--- src/rtl/rx_polar_lock_nx.sv ---
// Multi-lane receive polarity picker and block-lock qualifier.
// For each lane, a debounced confirm/hold FSM selects pos or neg sync data
// and produces a qualified block lock. Data and valid are registered.
//
// state    | meaning
// ---------+-------------------------------------------------------------
// SEARCH   | no polarity candidate, waiting for a single-sided lock
// CONF_POS | counting consecutive pos-only samples toward lock
// CONF_NEG | counting consecutive neg-only samples toward lock
// LOCK_POS | locked on pos side, tolerating up to LOSS_CNT-1 misses
// LOCK_NEG | locked on neg side, tolerating up to LOSS_CNT-1 misses
// GIVEN    | polarity forced by given_polar, lock = registered raw lock
module rx_polar_lock_nx #(
  parameter int LANES       = 4,
  parameter int WIDTH       = 48,
  parameter int CONFIRM_CNT = 16,
  parameter int LOSS_CNT    = 4
) (
  input  logic                   clk,
  input  logic                   reset,
  input  logic                   in_enable,
  input  logic [LANES-1:0]       infer_polar,
  input  logic [LANES-1:0]       given_polar,
  input  logic [LANES-1:0]       infer_blocklock,
  input  logic [LANES-1:0]       given_blocklock,
  input  logic [LANES-1:0]       in_lock_pos,
  input  logic [LANES-1:0]       in_lock_neg,
  input  logic [LANES*WIDTH-1:0] in_data_pos,
  input  logic [LANES*WIDTH-1:0] in_data_neg,
  input  logic [LANES-1:0]       in_valid_pos,
  input  logic [LANES-1:0]       in_valid_neg,
  output logic [LANES*WIDTH-1:0] out_data,
  output logic [LANES-1:0]       out_valid,
  output logic [LANES-1:0]       out_blocklock,
  output logic [2*LANES-1:0]     out_detectedpolar,
  output logic [LANES-1:0]       out_polar_flip,
  output logic                   out_all_locked
);

  typedef enum logic [2:0] {
    S_SEARCH   = 3'd0,
    S_CONF_POS = 3'd1,
    S_CONF_NEG = 3'd2,
    S_LOCK_POS = 3'd3,
    S_LOCK_NEG = 3'd4,
    S_GIVEN    = 3'd5
  } state_t;

  // Loss counter needs at least one bit even when a single miss drops lock.
  localparam int CW = $clog2(CONFIRM_CNT);
  localparam int LW = (LOSS_CNT > 1) ? $clog2(LOSS_CNT) : 1;
  localparam logic [CW-1:0] CONF_LAST = CW'(CONFIRM_CNT - 1);
  localparam logic [LW-1:0] LOSS_LAST = LW'(LOSS_CNT - 1);

  state_t                 state_q [LANES];
  state_t                 state_d [LANES];
  logic [CW-1:0]          cnt_q   [LANES];
  logic [CW-1:0]          cnt_d   [LANES];
  logic [LW-1:0]          loss_q  [LANES];
  logic [LW-1:0]          loss_d  [LANES];
  logic [LANES-1:0]       last_pol_q, last_pol_d;  // 1 = pos
  logic [LANES-1:0]       glock_q, glock_d;
  logic [LANES-1:0]       flip_q, flip_d;
  logic [LANES-1:0]       valid_q, valid_d;
  logic [LANES*WIDTH-1:0] data_q, data_d;

  logic [LANES-1:0]       pos_only, neg_only;
  logic [LANES-1:0]       qlock, sel_neg, sel_valid;

  assign pos_only = in_lock_pos & ~in_lock_neg;
  assign neg_only = in_lock_neg & ~in_lock_pos;

  // Per-lane decode of the current state: lock, polarity code, data side.
  always_comb begin
    qlock             = '0;
    sel_neg           = '0;
    sel_valid         = '0;
    out_blocklock     = '0;
    out_detectedpolar = '1;
    for (int i = 0; i < LANES; i++) begin
      qlock[i]   = (state_q[i] == S_LOCK_POS) || (state_q[i] == S_LOCK_NEG) ||
                   ((state_q[i] == S_GIVEN) && glock_q[i]);
      sel_neg[i] = (state_q[i] == S_LOCK_NEG) ||
                   ((state_q[i] == S_GIVEN) && !given_polar[i]);
      sel_valid[i]     = sel_neg[i] ? in_valid_neg[i] : in_valid_pos[i];
      out_blocklock[i] = qlock[i] & (infer_blocklock[i] | given_blocklock[i]);
      case (state_q[i])
        S_LOCK_POS: out_detectedpolar[2*i +: 2] = 2'b01;
        S_LOCK_NEG: out_detectedpolar[2*i +: 2] = 2'b00;
        S_GIVEN:    out_detectedpolar[2*i +: 2] = {1'b0, given_polar[i]};
        default:    out_detectedpolar[2*i +: 2] = 2'b11;
      endcase
    end
  end

  // Next-state, counter and output-register logic for every lane.
  always_comb begin
    state_d    = state_q;
    cnt_d      = cnt_q;
    loss_d     = loss_q;
    last_pol_d = last_pol_q;
    glock_d    = glock_q;
    data_d     = data_q;
    flip_d     = '0;
    valid_d    = '0;
    if (in_enable) begin
      for (int i = 0; i < LANES; i++) begin
        glock_d[i] = given_polar[i] ? in_lock_pos[i] : in_lock_neg[i];
        data_d[i*WIDTH +: WIDTH] = sel_neg[i] ? in_data_neg[i*WIDTH +: WIDTH]
                                              : in_data_pos[i*WIDTH +: WIDTH];
        valid_d[i] = sel_valid[i] & out_blocklock[i];
        if (!infer_polar[i]) begin
          state_d[i] = S_GIVEN;
          cnt_d[i]   = '0;
          loss_d[i]  = '0;
        end else begin
          case (state_q[i])
            S_GIVEN: begin
              state_d[i] = S_SEARCH;
            end
            S_SEARCH: begin
              if (pos_only[i]) begin
                state_d[i] = S_CONF_POS;
                cnt_d[i]   = CW'(1);
              end else if (neg_only[i]) begin
                state_d[i] = S_CONF_NEG;
                cnt_d[i]   = CW'(1);
              end
            end
            S_CONF_POS: begin
              if (pos_only[i]) begin
                if (cnt_q[i] == CONF_LAST) begin
                  state_d[i]    = S_LOCK_POS;
                  cnt_d[i]      = '0;
                  flip_d[i]     = !last_pol_q[i];
                  last_pol_d[i] = 1'b1;
                end else begin
                  cnt_d[i] = cnt_q[i] + CW'(1);
                end
              end else if (neg_only[i]) begin
                state_d[i] = S_CONF_NEG;
                cnt_d[i]   = CW'(1);
              end else begin
                state_d[i] = S_SEARCH;
                cnt_d[i]   = '0;
              end
            end
            S_CONF_NEG: begin
              if (neg_only[i]) begin
                if (cnt_q[i] == CONF_LAST) begin
                  state_d[i]    = S_LOCK_NEG;
                  cnt_d[i]      = '0;
                  flip_d[i]     = last_pol_q[i];
                  last_pol_d[i] = 1'b0;
                end else begin
                  cnt_d[i] = cnt_q[i] + CW'(1);
                end
              end else if (pos_only[i]) begin
                state_d[i] = S_CONF_POS;
                cnt_d[i]   = CW'(1);
              end else begin
                state_d[i] = S_SEARCH;
                cnt_d[i]   = '0;
              end
            end
            S_LOCK_POS, S_LOCK_NEG: begin
              // The locked side alone decides; the other side is ignored.
              if ((state_q[i] == S_LOCK_POS) ? in_lock_pos[i] : in_lock_neg[i]) begin
                loss_d[i] = '0;
              end else if (loss_q[i] == LOSS_LAST) begin
                state_d[i] = S_SEARCH;
                cnt_d[i]   = '0;
                loss_d[i]  = '0;
              end else begin
                loss_d[i] = loss_q[i] + LW'(1);
              end
            end
            default: begin
              state_d[i] = S_SEARCH;
              cnt_d[i]   = '0;
              loss_d[i]  = '0;
            end
          endcase
        end
      end
    end
  end

  // State and output registers with asynchronous reset.
  always_ff @(posedge clk or posedge reset) begin
    if (reset) begin
      for (int i = 0; i < LANES; i++) begin
        state_q[i] <= S_SEARCH;
        cnt_q[i]   <= '0;
        loss_q[i]  <= '0;
      end
      last_pol_q <= '1;
      glock_q    <= '0;
      flip_q     <= '0;
      valid_q    <= '0;
      data_q     <= '0;
    end else begin
      for (int i = 0; i < LANES; i++) begin
        state_q[i] <= state_d[i];
        cnt_q[i]   <= cnt_d[i];
        loss_q[i]  <= loss_d[i];
      end
      last_pol_q <= last_pol_d;
      glock_q    <= glock_d;
      flip_q     <= flip_d;
      valid_q    <= valid_d;
      data_q     <= data_d;
    end
  end

  assign out_data       = data_q;
  assign out_valid      = valid_q;
  assign out_polar_flip = flip_q;
  assign out_all_locked = &out_blocklock;

endmodule

--- config.mk ---
export PLATFORM = sky130hd
export DESIGN_NAME = rx_polar_lock_nx
export DESIGN_NICKNAME = d
export VERILOG_FILES = /design/src/rtl/rx_polar_lock_nx.sv
export SDC_FILE = /design/constraint.sdc
export NUM_CORES = 1
export LEC_CHECK = 0
export CAP_MARGIN = 20
export CORE_AREA = 5 5 243 245
export CTS_BUF_LIST = sky130_fd_sc_hd__clkbuf_8
export DETAILED_ROUTE_END_ITERATION = 7
export DIE_AREA = 0 0 248 250
export GPL_TIMING_DRIVEN = 0
export SLEW_MARGIN = 20
export SYNTH_ARGS = -nofsm -noshare
export SYNTH_HDL_FRONTEND = slang
export SYNTH_SLANG_ARGS = --single-unit
--- constraint.sdc ---
create_clock -name clk -period 16.16 [get_ports clk]
set_input_delay 1.616 -clock clk [delete_from_list [all_inputs] [get_ports clk]]
set_output_delay 1.616 -clock clk [all_outputs]
set_load 0.01 [all_outputs]
Word level (Yosys, flattened, before mapping):

Index checks and enable logic that the tools add are counted.

* bits in registers: 244
* latch bits: 0
* RAM bits: 0
* ROM bits: 0
* input port bits: 419
* output and inout port bits: 213
* logic and storage cells: 351
* memories kept: 0

* add/subtract/negate cells: 8
* multipliers: 0
* div/mod/pow operators: 0
* magnitude comparators: 0
* equal/unequal tests: 72
* shift-type cells: 0
* muxes and demuxes: 174
* bitwise operators: 16
* reduce and logical (&&, ||, !) cells: 61

Operator list (number)
* $mux 48: 4
* $mux 4: 34
* $mux 3: 36
* $pmux 4 s5: 4
* $mux 1: 60
* $ne 2x2->1 const B: 24
* $ne 4x4->1 const B: 12
* $pmux 3 s4: 4
* $mux 2: 16
* $reduce_and 7->1: 4
* $eq 3x2->1 const B: 8
* $eq 3x3->1 const B: 8
* $ne 3x3->1 const B: 8
* $pmux 2 s3: 4
* $reduce_and 6->1: 4
* $reduce_and 5->1: 4
* $add 4x1->4 const B: 4
* $eq 4x4->1 const B: 4
* $pmux 1 s2: 8
* $pmux 2 s2: 4
* $reduce_or 4->1: 4
* $eq 3x1->1 const B: 4
* $logic_not 3->1: 4
* $logic_or 1x1->1: 12
* other kinds (12): 53

Logic depth before layout (Yosys ltp):

Gate-level depths: netlist (run 1).

* word-level depth: 6
* gate-level depth with buffers: 7

Least setup slack after synthesis (run 1):

Ideal clock, no wire load.

* path type: input to output
* from: input port given_blocklock[2]
* to: output port out_all_locked
* data arrival time: 2.177 ns
* required time: 14.544 ns
* slack: 12.367 ns
* cell stages on the path: 2
* path buffers: 0
* cells stage by stage: o22ai_1 > nor4_1

* longest elaborated chain between the ends: 3

RTL lines
* start: declaration: line 25 `input logic [LANES-1:0] given_blocklock,`
* $or 1x1->1: line 86 `out_blocklock[i] = qlock[i] & (infer_blocklock[i] | given_blocklock[i]);`
* $and 1x1->1: line 86
* $reduce_and 4->1: line 219 `assign out_all_locked = &out_blocklock;`
* end: declaration: line 37 `output logic out_all_locked`

No other way between the ends.

Final worst setup path (run 1):

* from: input port given_polar[1]
* to: output port out_detectedpolar[2]

* longest elaborated chain between the ends: 1

RTL lines
* start: declaration: line 23 `input logic [LANES-1:0] given_polar,`
* $pmux 2 s3: line 87 `case (state_q[i])`
* end: declaration: line 35 `output logic [2*LANES-1:0] out_detectedpolar,`

No other way between the ends.

==> results of run 1 <==
-- registers in the layout, indices dropped and copies added (netlist names) --
register,flops
loss_q,8
out_valid,4
glock_q,4
out_polar_flip,4
state_q,12
last_pol_q,4
cnt_q,16
out_data,192
-- power by group --
group	switching [mW]	total [mW]	internal (mW)
sequential	0.0938	0.841	0.747
combinational	0.581	1.16	0.580
clock	0.269	0.584	0.315
total	0.944	2.59	1.64
-- worst min-delay path by stage --
stage | cells after the start | endpoint | slack [ns]
floorplan | 1 | cnt_q[7] | 0.44
detailed placement | 1 | cnt_q[3] | 0.49
global route | 1 | cnt_q[3] | 0.51
CTS | 1 | cnt_q[3] | 0.49
global placement | 1 | cnt_q[11] | 0.46
finish | 1 | cnt_q[11] | 0.49
-- cell families after synthesis --
| logic type | Yosys count |
|---|---|
| and+or+nand+nor | 343 |
| AOI/OAI and AO/OA | 303 |
| DFF | 244 |
| muxes | 218 |
| buffers and inverters | 112 |
| adders and majority gates | 19 |
| xor gates and xnor gates | 2 |
-- layer usage --
layer / up-vias / wire length (µm) / track usage, %
met4: 0 / 2030 / 6.28
met2: 507 / 27600 / 29.5
met1: 5837 / 22600 / 21.1
li1: 5734 / - / -
met5: - / 0 / 0
met3: 91 / 3840 / 4.20
-- placed cells by master (no fill, tap or decap), types with 7 or more instances in the layout --
master,count
o21ai_0,17
nor3b_1,14
nor2b_1,10
buf_2,31
clkdlybuf4s50_1,630
a21oi_1,204
clkbuf_1,51
and3b_1,11
a22o_1,8
nor2_1,226
inv_1,46
mux2_1,9
o31ai_1,7
ha_1,19
o21ai_1,16
nand2_1,26
mux2i_1,205
dfrtp_1,240
nand2b_1,12
clkbuf_8,57
nand3_1,13
-- final cells by class --
cell class / count / area [µm²]
Clock inverter: 23 / 96.3
Inverter: 28 / 113
Fill cell: 5831 / 36300
Sequential cell: 244 / 6110
Timing Repair Buffer: 632 / 6360
Buffer: 84 / 363
Tap cell: 765 / 957
Multi-Input combinational cell: 885 / 5820
Clock buffer: 57 / 785
Antenna cell: 2 / 5.00
-- per-stage QoR --
stage                     hold slack (ns)  area, µm²  setup slack, ns
after floorplan                     0.441      12400             7.85
after global placement              0.458      19700             4.42
after detailed placement            0.488      19700            10.84
after CTS                           0.494      20600            10.83
after global routing                0.514      20600            10.85
final                               0.490      20600            10.92
==> results.yml, run 1 <==
outcome:
  status: "finished clean"
floorplan:
  die_width_um: 248
  rows: 88
  core_region_area_um2: 56900
  start_util_pct: 21.8
  die_area_um2: 62000
  die_h_um: 250
  ios: 632
worst_setup_path:
  worstPathMaxFanout: 10
  slowest_delay_ns: 0.61
  endpoint_kind: "primary output"
  critPathTopFamily: "buffers and inverters"
  reg2reg_to: "out_valid[1]"
  reg2reg_setup_slack_ns: 13.72
  startpoint: "given_polar[1]"
  crit_buf_inv: 3
  reg2regPathDepth: 6
  slowest_stage: "clkdlybuf4s50_1"
  worstSetupStartpointType: "input pin"
  cp.depth: 5
  endpoint: "out_detectedpolar[2]"
  setup.worst_path.class: "in2out"
  worst_ep_required_time_ns: 14.54
  crit_chain: "clkdlybuf4s50_1 -> nand2_1 -> nand2_1 -> buf_2 -> clkdlybuf4s50_1"
  timing.rr.start: "state_q[7]"
  cp.arrival_ns: 3.63
logic_synthesis:
  syn_inst: 1241
  yosys_warnings: 0
  synth_flop_cell: "dfrtp_1"
  yosysTopAreaCell: "dfrtp_1"
  synth_area_leaders: "dfrtp_1 (48%), mux2i_1 (17%), a21oi_1 (8.2%)"
  syn_area_um2: 12400
  ys_ff_latch: 244
  synthTopCellsByCount: "dfrtp_1 (240), nor2_1 (226), mux2i_1 (205)"
  yosysMostFrequentCell: "dfrtp_1"
  seq_area_frac_synth_pct: 49.3
  synth_top_cell_area_share_pct: 48.4
  synthesis.nets: 1679
  synth_simple_gate_area_share_pct: 12.9
  ys_async_sr_fraction_pct: 100
  synth-edff-count: 0
  synth_xor_area_share_pct: 0.141
  muxShareOfSynthArea_pct: 17.8
  post_synth.cell_area_avg_um2: 9.99
  synth_adder_area_share_pct: 1.92
  synth_compound_area_share_pct: 14.2
  synth_top_family_by_area: "multiplexers"
  ys_types: 60
clock_network:
  post-cts-setup-buffer-count: 0
  h-tree-depth: 2
  cts-root-buf: "clkbuf_8"
  cts-resized-gates: 0
  path_clk_slew_ns: 0.05
  numCtsBuffers: 45
  clk_latency_ns: 0.58
  cts_hold_buf: 0
  clk_path_buf_depth: 3
  cts_tree: "yes"
  clock-sinks: 244
global_route:
  grt_max_degree: 100
  grt_pass1_vias: 13000
  antenna_found_initial: 4
  grt_overflow_total: 0
  grt_usage_pct: 17.3
  grt_first_pass_wirelength_um: 81400
detailed_routing:
  drcViolationCount: 0
  drtPass1Iterations: 5
  ant_nets: 0
  viasPerCell: 4.47
  wl_per_cell_um: 20.6
  drt_iter0_markers: 500
  vias: 12200
  wl_um: 56100
layout:
  finalNetCount: 2358
  fin_util_pct: 36.2
  fin_cells: 2720
  drive_gt1_share_pct: 6.04
  area.growth.synth_to_final_pct: 66.2
sta:
  setup_viol: 0
  clock_skew_ns: 0.0219
  worst_slew_pin_slew_ns: 0.978
  drv_slew: 0
  relSlewSlack_pct: 34.8
  fin_crit_sh_pct: 32.5
  period_needed_ns: 5.24
  max_freq_mhz: 191
  hold_viol: 0
  tns_ns: 0
  grt_setup_unrepaired: "false"
power_and_ir_drop:
  cellLeakagePower_nw: 9.07
  power_mw: 2.59
  peakVddDrop_uv: 51.8
  power_density_nw_per_um2: 125
hold_path:
  hold_path.startpoint: "cnt_q[11]"
  worstHoldPathType: "reg2reg"
placed_design:
  routabilityCongestion: 0.886
  post-dp-hpwl_um: 45300
  place_inst: 2638
  port-buffer-count: 630
job:
  drv_cap: 0
Note: power is estimated with default switching activity, not from simulation.
==> inputs of run 2 (changes only) <==
--- a/config.mk
+++ b/config.mk
@@ -6,10 +6,10 @@
 export NUM_CORES = 1
 export LEC_CHECK = 0
 export CAP_MARGIN = 20
-export CORE_AREA = 5 5 243 245
+export CORE_AREA = 5 5 242 244
 export CTS_BUF_LIST = sky130_fd_sc_hd__clkbuf_8
 export DETAILED_ROUTE_END_ITERATION = 7
-export DIE_AREA = 0 0 248 250
+export DIE_AREA = 0 0 247 249
 export GPL_TIMING_DRIVEN = 0
 export SLEW_MARGIN = 20
 export SYNTH_ARGS = -nofsm -noshare
==> constraint.sdc (replaced) <==
create_clock -name clk -period 4.64 [get_ports clk]
set_input_delay 0.464 -clock clk [delete_from_list [all_inputs] [get_ports clk]]
set_output_delay 0.464 -clock clk [all_outputs]
set_load 0.01 [all_outputs]
==> run 2 against run 1 <==
Clock-buffer cell count down 3. First-iteration DRC count down 12%. Register-to-register slack worse by 12 ns. Critical path depth unchanged. Final cell count about the same. Sequential power rose to 3.5 times the previous value. Sequential share of layout area down 0.15 points. Clock skew up 0.0057 ns. Combinational power rose to 3.5 times the previous value. Power rose to 3.5 times the previous value. Critical endpoint unchanged.
==> results.yml, run 2 (same netlist as run 1, synthesis figures left out) <==
outcome:
  status: "finished clean"
worst_setup_path:
  crit_chain: "clkbuf_1 -> nor2b_1 -> nand2_1 -> buf_2 -> clkdlybuf4s50_1"
  endpoint_kind: "primary output"
  worst_ep_required_time_ns: 4.18
  worstPathMaxFanout: 10
  setup.worst_path.class: "reg2out"
  slowest_stage: "clkdlybuf4s50_1"
  worstSetupStartpointType: "flop"
  slowest_delay_ns: 0.61
  cp.arrival_ns: 2.92
  critPathTopFamily: "buffers and inverters"
  crit_buf_inv: 3
layout:
  finalNetCount: 2366
  stdcell_area_um2: 20700
  layout_common_cells: "clkdlybuf4s50_1 (630), dfrtp_1 (240), nor2_1 (226), mux2i_1 (205), a21oi_1 (204)"
  drive_gt1_share_pct: 6.38
  regArea_um2: 6110
  largest_register_ffs: 192
  layout_commonest_cell: "clkdlybuf4s50_1"
  area.growth.synth_to_final_pct: 67.1
  multi_input_area_um2: 5820
  nFillCells: 5718
floorplan:
  ios: 632
  die_width_um: 247
  rows: 87
  die_area_um2: 61500
  core_region_area_um2: 56100
  start_util_pct: 22.1
  die_h_um: 249
detailed_routing:
  wl_um: 55800
  drt_iter0_markers: 438
  wl_per_cell_um: 20.5
  vias: 12200
  viasPerCell: 4.47
  drtPass1Iterations: 4
  ant_nets: 0
  drcViolationCount: 0
clock_network:
  cts_tree: "yes"
  post-cts-setup-buffer-count: 0
  clk_path_buf_depth: 3
  h-tree-depth: 2
  cts_hold_buf: 0
  path_clk_slew_ns: 0.07
  clock-sinks: 244
  numCtsBuffers: 47
  cts-resized-gates: 0
  cts-root-buf: "clkbuf_8"
  clk_latency_ns: 0.60
sta:
  max_freq_mhz: 295
  hold_viol: 0
  worst_slack_ns: 1.25
  drv_slew: 0
  worst_slew_pin_slew_ns: 1.16
  setup_viol: 0
  period_needed_ns: 3.39
  fin_crit_sh_pct: 73.0
  grt_setup_unrepaired: "false"
  clock_skew_ns: 0.0276
  relSlewSlack_pct: 22.5
power_and_ir_drop:
  cellLeakagePower_nw: 9.12
  peakVddDrop_uv: 198
  power_density_nw_per_um2: 437
job:
  drv_cap: 0
placed_design:
  routabilityCongestion: 0.907
  place_area_um2: 19800
  post-dp-hpwl_um: 45100
  port-buffer-count: 630
  pre_cts_ws_ns: 1.63
global_route:
  grt_overflow_total: 0
  grt_usage_pct: 17.2
  grt_max_degree: 32
  grt_first_pass_wirelength_um: 81000
  grt_pass1_vias: 13000
  antenna_found_initial: 4
hold_path:
  worstHoldPathType: "in2async"
-- run 2: worst paths after layout --
path | startpoint | end | slack (ns) | depth (start not counted)
worst min register to register | cnt_q[11] | cnt_q[11] | 0.48 | 1
worst max-delay path | state_q[7] | out_detectedpolar[2] | 1.25 | 5
worst min-delay path | reset | out_data[40] | 0.32 | 2
max in group asynchronous | reset | last_pol_q[0] | 2.98 | 6
worst max register to register | state_q[7] | out_valid[1] | 2.13 | 6
min in group clk | in_enable | out_polar_flip[2] | 0.33 | 3
-- run 2: cell type report --
cell class / instances / area share, %
inverters: 28 / 0.525
diodes: 2 / 0.0242
repair buffers: 638 / 31.2
clock inverters: 27 / 0.707
plain buffers: 84 / 1.75
flip-flops and latches: 244 / 29.5
multi-input cells: 885 / 28.1
clock buffers: 54 / 3.59
well taps: 756 / 4.57
-- run 2: per-stage QoR --
step                total power, mW  hold slack, ns  instances  TNS (ns)  util, %
floorplan                      4.91           0.441       1241         0        -
global placement               6.99           0.456       2627   -239.63     35.1
detailed placement             7.06           0.472       2635         0     35.4
CTS                            9.21           0.262       2716         0     36.9
global route                   9.58           0.304       2716         0     36.9
finish                         9.06           0.318       2718         0     37.0
-- run 2: per-layer routing --
| metal | routed length (µm) | vias to the layer above | global-route usage [%] |
|---|---|---|---|
| li1 | - | 5751 | - |
| met1 | 21300 | 5816 | 19.6 |
| met5 | 13 | - | 0 |
| met4 | 2480 | 2 | 7.38 |
| met2 | 27400 | 484 | 29.7 |
| met3 | 4630 | 107 | 5.35 |
-- run 2: power by group --
group          internal (mW)  switching (mW)
registers               2.60           0.304
logic                   2.03            2.06
clock network           1.11           0.955
total                   5.74            3.32
-- run 2: worst reg2reg max path: stages (launching register included) --
cell,delay (ns)
dfrtp_1,0.41
clkbuf_1,0.34
nor2b_1,0.14
nand2_1,0.40
buf_2,0.41
mux2i_1,0.56
nor3b_1,0.12
==> inputs of run 3 (changes only) <==
==> constraint.sdc (replaced) <==
create_clock -name clk -period 3.08 [get_ports clk]
set_input_delay 0.308 -clock clk [delete_from_list [all_inputs] [get_ports clk]]
set_output_delay 0.308 -clock clk [all_outputs]
set_load 0.01 [all_outputs]
==> run 3 against run 2 <==
Global-route usage barely moved. Sequential power increased by 51%. First-iteration DRC count rose by 8.4%. Clock skew shrank 0.0047 ns. Combinational power up 51%. Via count increased by 0.15%. Clock power is 50% higher. Sequential cell count unchanged. Power is 51% higher. Die area stayed put. Final cell count about the same. Routed wire length about the same. Highest routed layer unchanged.
==> results.yml, run 3 (same netlist as run 1, synthesis figures left out) <==
worst_setup_path:
  endpoint_kind: "primary output"
  reg2reg_setup_slack_ns: 0.80
  crit_buf_inv: 3
  cp.arrival_ns: 2.60
  reg2regPathDepth: 6
  cp_common_cell: "nand2_1"
  worst_ep_required_time_ns: 2.77
  slowest_stage: "clkdlybuf4s50_1"
  worstSetupStartpointType: "flop"
  crit_chain: "clkbuf_1 -> nand2_1 -> nand2_1 -> buf_4 -> clkdlybuf4s50_1"
  reg2reg_to: "out_valid[1]"
  timing.rr.start: "state_q[8]"
  critPathTopFamily: "buffers and inverters"
  setup.worst_path.class: "reg2out"
  worstPathMaxFanout: 10
  slowest_delay_ns: 0.59
layout:
  layout_common_cells: "clkdlybuf4s50_1 (629), dfrtp_1 (240), nor2_1 (226), mux2i_1 (205), a21oi_1 (204)"
  stdcell_area_um2: 20700
  finalNetCount: 2365
  area.growth.synth_to_final_pct: 67.3
  layout_commonest_cell: "clkdlybuf4s50_1"
  fin_util_pct: 37.0
  largest_register_ffs: 192
  drive_gt1_share_pct: 6.64
power_and_ir_drop:
  pwr-share-seq_pct: 32.1
  comb_power_share_pct: 45.2
  power_mw: 13.7
  p_switching_mw: 5.00
  power_frac_clock_pct: 22.7
  peakVddDrop_uv: 299
  cellLeakagePower_nw: 9.14
  p_int_mw: 8.67
  power_density_nw_per_um2: 659
  p_sw_share_pct: 36.6
floorplan:
  ios: 632
  die_width_um: 247
  die_h_um: 249
  die_area_um2: 61500
  core_region_area_um2: 56100
  start_util_pct: 22.1
  rows: 87
sta:
  hold_ws_ns: 0.162
  clock_skew_ns: 0.0230
  hold_viol: 0
  worst_slew_pin_slew_ns: 1.12
  setup_viol: 0
  period_needed_ns: 2.91
  worst_slack_ns: 0.174
  grt_setup_unrepaired: "false"
  relSlewSlack_pct: 25.0
  drv_slew: 0
  fin_crit_sh_pct: 94.4
  max_freq_mhz: 344
placed_design:
  place_area_um2: 19800
  post-dp-hpwl_um: 45100
  routabilityCongestion: 0.907
  port-buffer-count: 630
  pre_cts_ws_ns: 0.244
clock_network:
  cts_tree: "yes"
  clk_path_buf_depth: 3
  cts_hold_buf: 0
  cts-root-buf: "clkbuf_8"
  clk_latency_ns: 0.59
  clock-sinks: 244
  post-cts-setup-buffer-count: 0
  numCtsBuffers: 47
  path_clk_slew_ns: 0.07
  h-tree-depth: 2
global_route:
  grt_overflow_total: 0
  grt_pass1_vias: 13000
  grt_first_pass_wirelength_um: 81100
  grt_max_degree: 32
  grt_usage_pct: 17.2
  antenna_found_initial: 4
detailed_routing:
  drt_iter0_markers: 475
  vias: 12200
  ant_nets: 0
  wl_per_cell_um: 20.5
  drcViolationCount: 0
  wl_um: 55800
  drtPass1Iterations: 4
  viasPerCell: 4.48
hold_path:
  worstHoldPathType: "in2async"
job:
  drv_cap: 0
outcome:
  status: "finished clean"
==> run 3: area by class of cell <==
| type | count | area, µm² |
|---|---|---|
| plain buffers | 83 | 374 |
| well taps | 756 | 946 |
| clock buffers | 54 | 743 |
| multi-input cells | 885 | 5840 |
| flip-flops and latches | 244 | 6110 |
| fillers | 5716 | 35300 |
| diodes | 2 | 5.00 |
| repair buffers | 638 | 6470 |
| inverters | 28 | 109 |
| clock inverters | 27 | 146 |
==> run 3: repair_timing <==
item | 4_1_cts | 5_1_grt
endpoints found under the setup margin | 6 | 2
gates cloned | 0 | 0
resized for setup | 10 | 1
==> run 3: per-layer routing <==
layer	wire length [µm]	track usage (%)	up-vias
met4	2480	7.36	2
li1	-	-	5748
met5	13	0	-
met1	21500	19.7	5848
met3	4480	5.34	106
met2	27400	29.7	474
==> run 3: worst max path at each step <==
stage           startpoint              endpoint  slack, ns  depth (start not counted)
6_report        state_q[3]  out_detectedpolar[4]       0.17                          5
2_1_floorplan        reset              cnt_q[0]      -0.43                          1
4_1_cts         state_q[0]  out_detectedpolar[6]       0.03                          5
3_5_place_dp     in_enable         out_data[153]       0.24                          5
3_3_place_gp         reset     out_polar_flip[3]      -2.44                          2
5_1_grt        state_q[11]      out_blocklock[0]       0.02                          7
==> run 3: stage by stage <==
step | cells | setup TNS, ns
4_1_cts | 2716 | 0
3_5_place_dp | 2635 | 0
6_report | 2717 | 0
5_1_grt | 2715 | 0
3_3_place_gp | 2627 | -581.28
2_1_floorplan | 1241 | -102.84
==> run 3: power groups by stage <==
stage / clock [mW] / combinational [mW] / sequential, mW
after floorplan: 0 / 2.76 / 4.65
after global placement: 0 / 6.14 / 4.39
after detailed placement: 0 / 6.22 / 4.42
after CTS: 3.25 / 6.27 / 4.38
after global routing: 3.37 / 6.60 / 4.48
final: 3.10 / 6.18 / 4.39
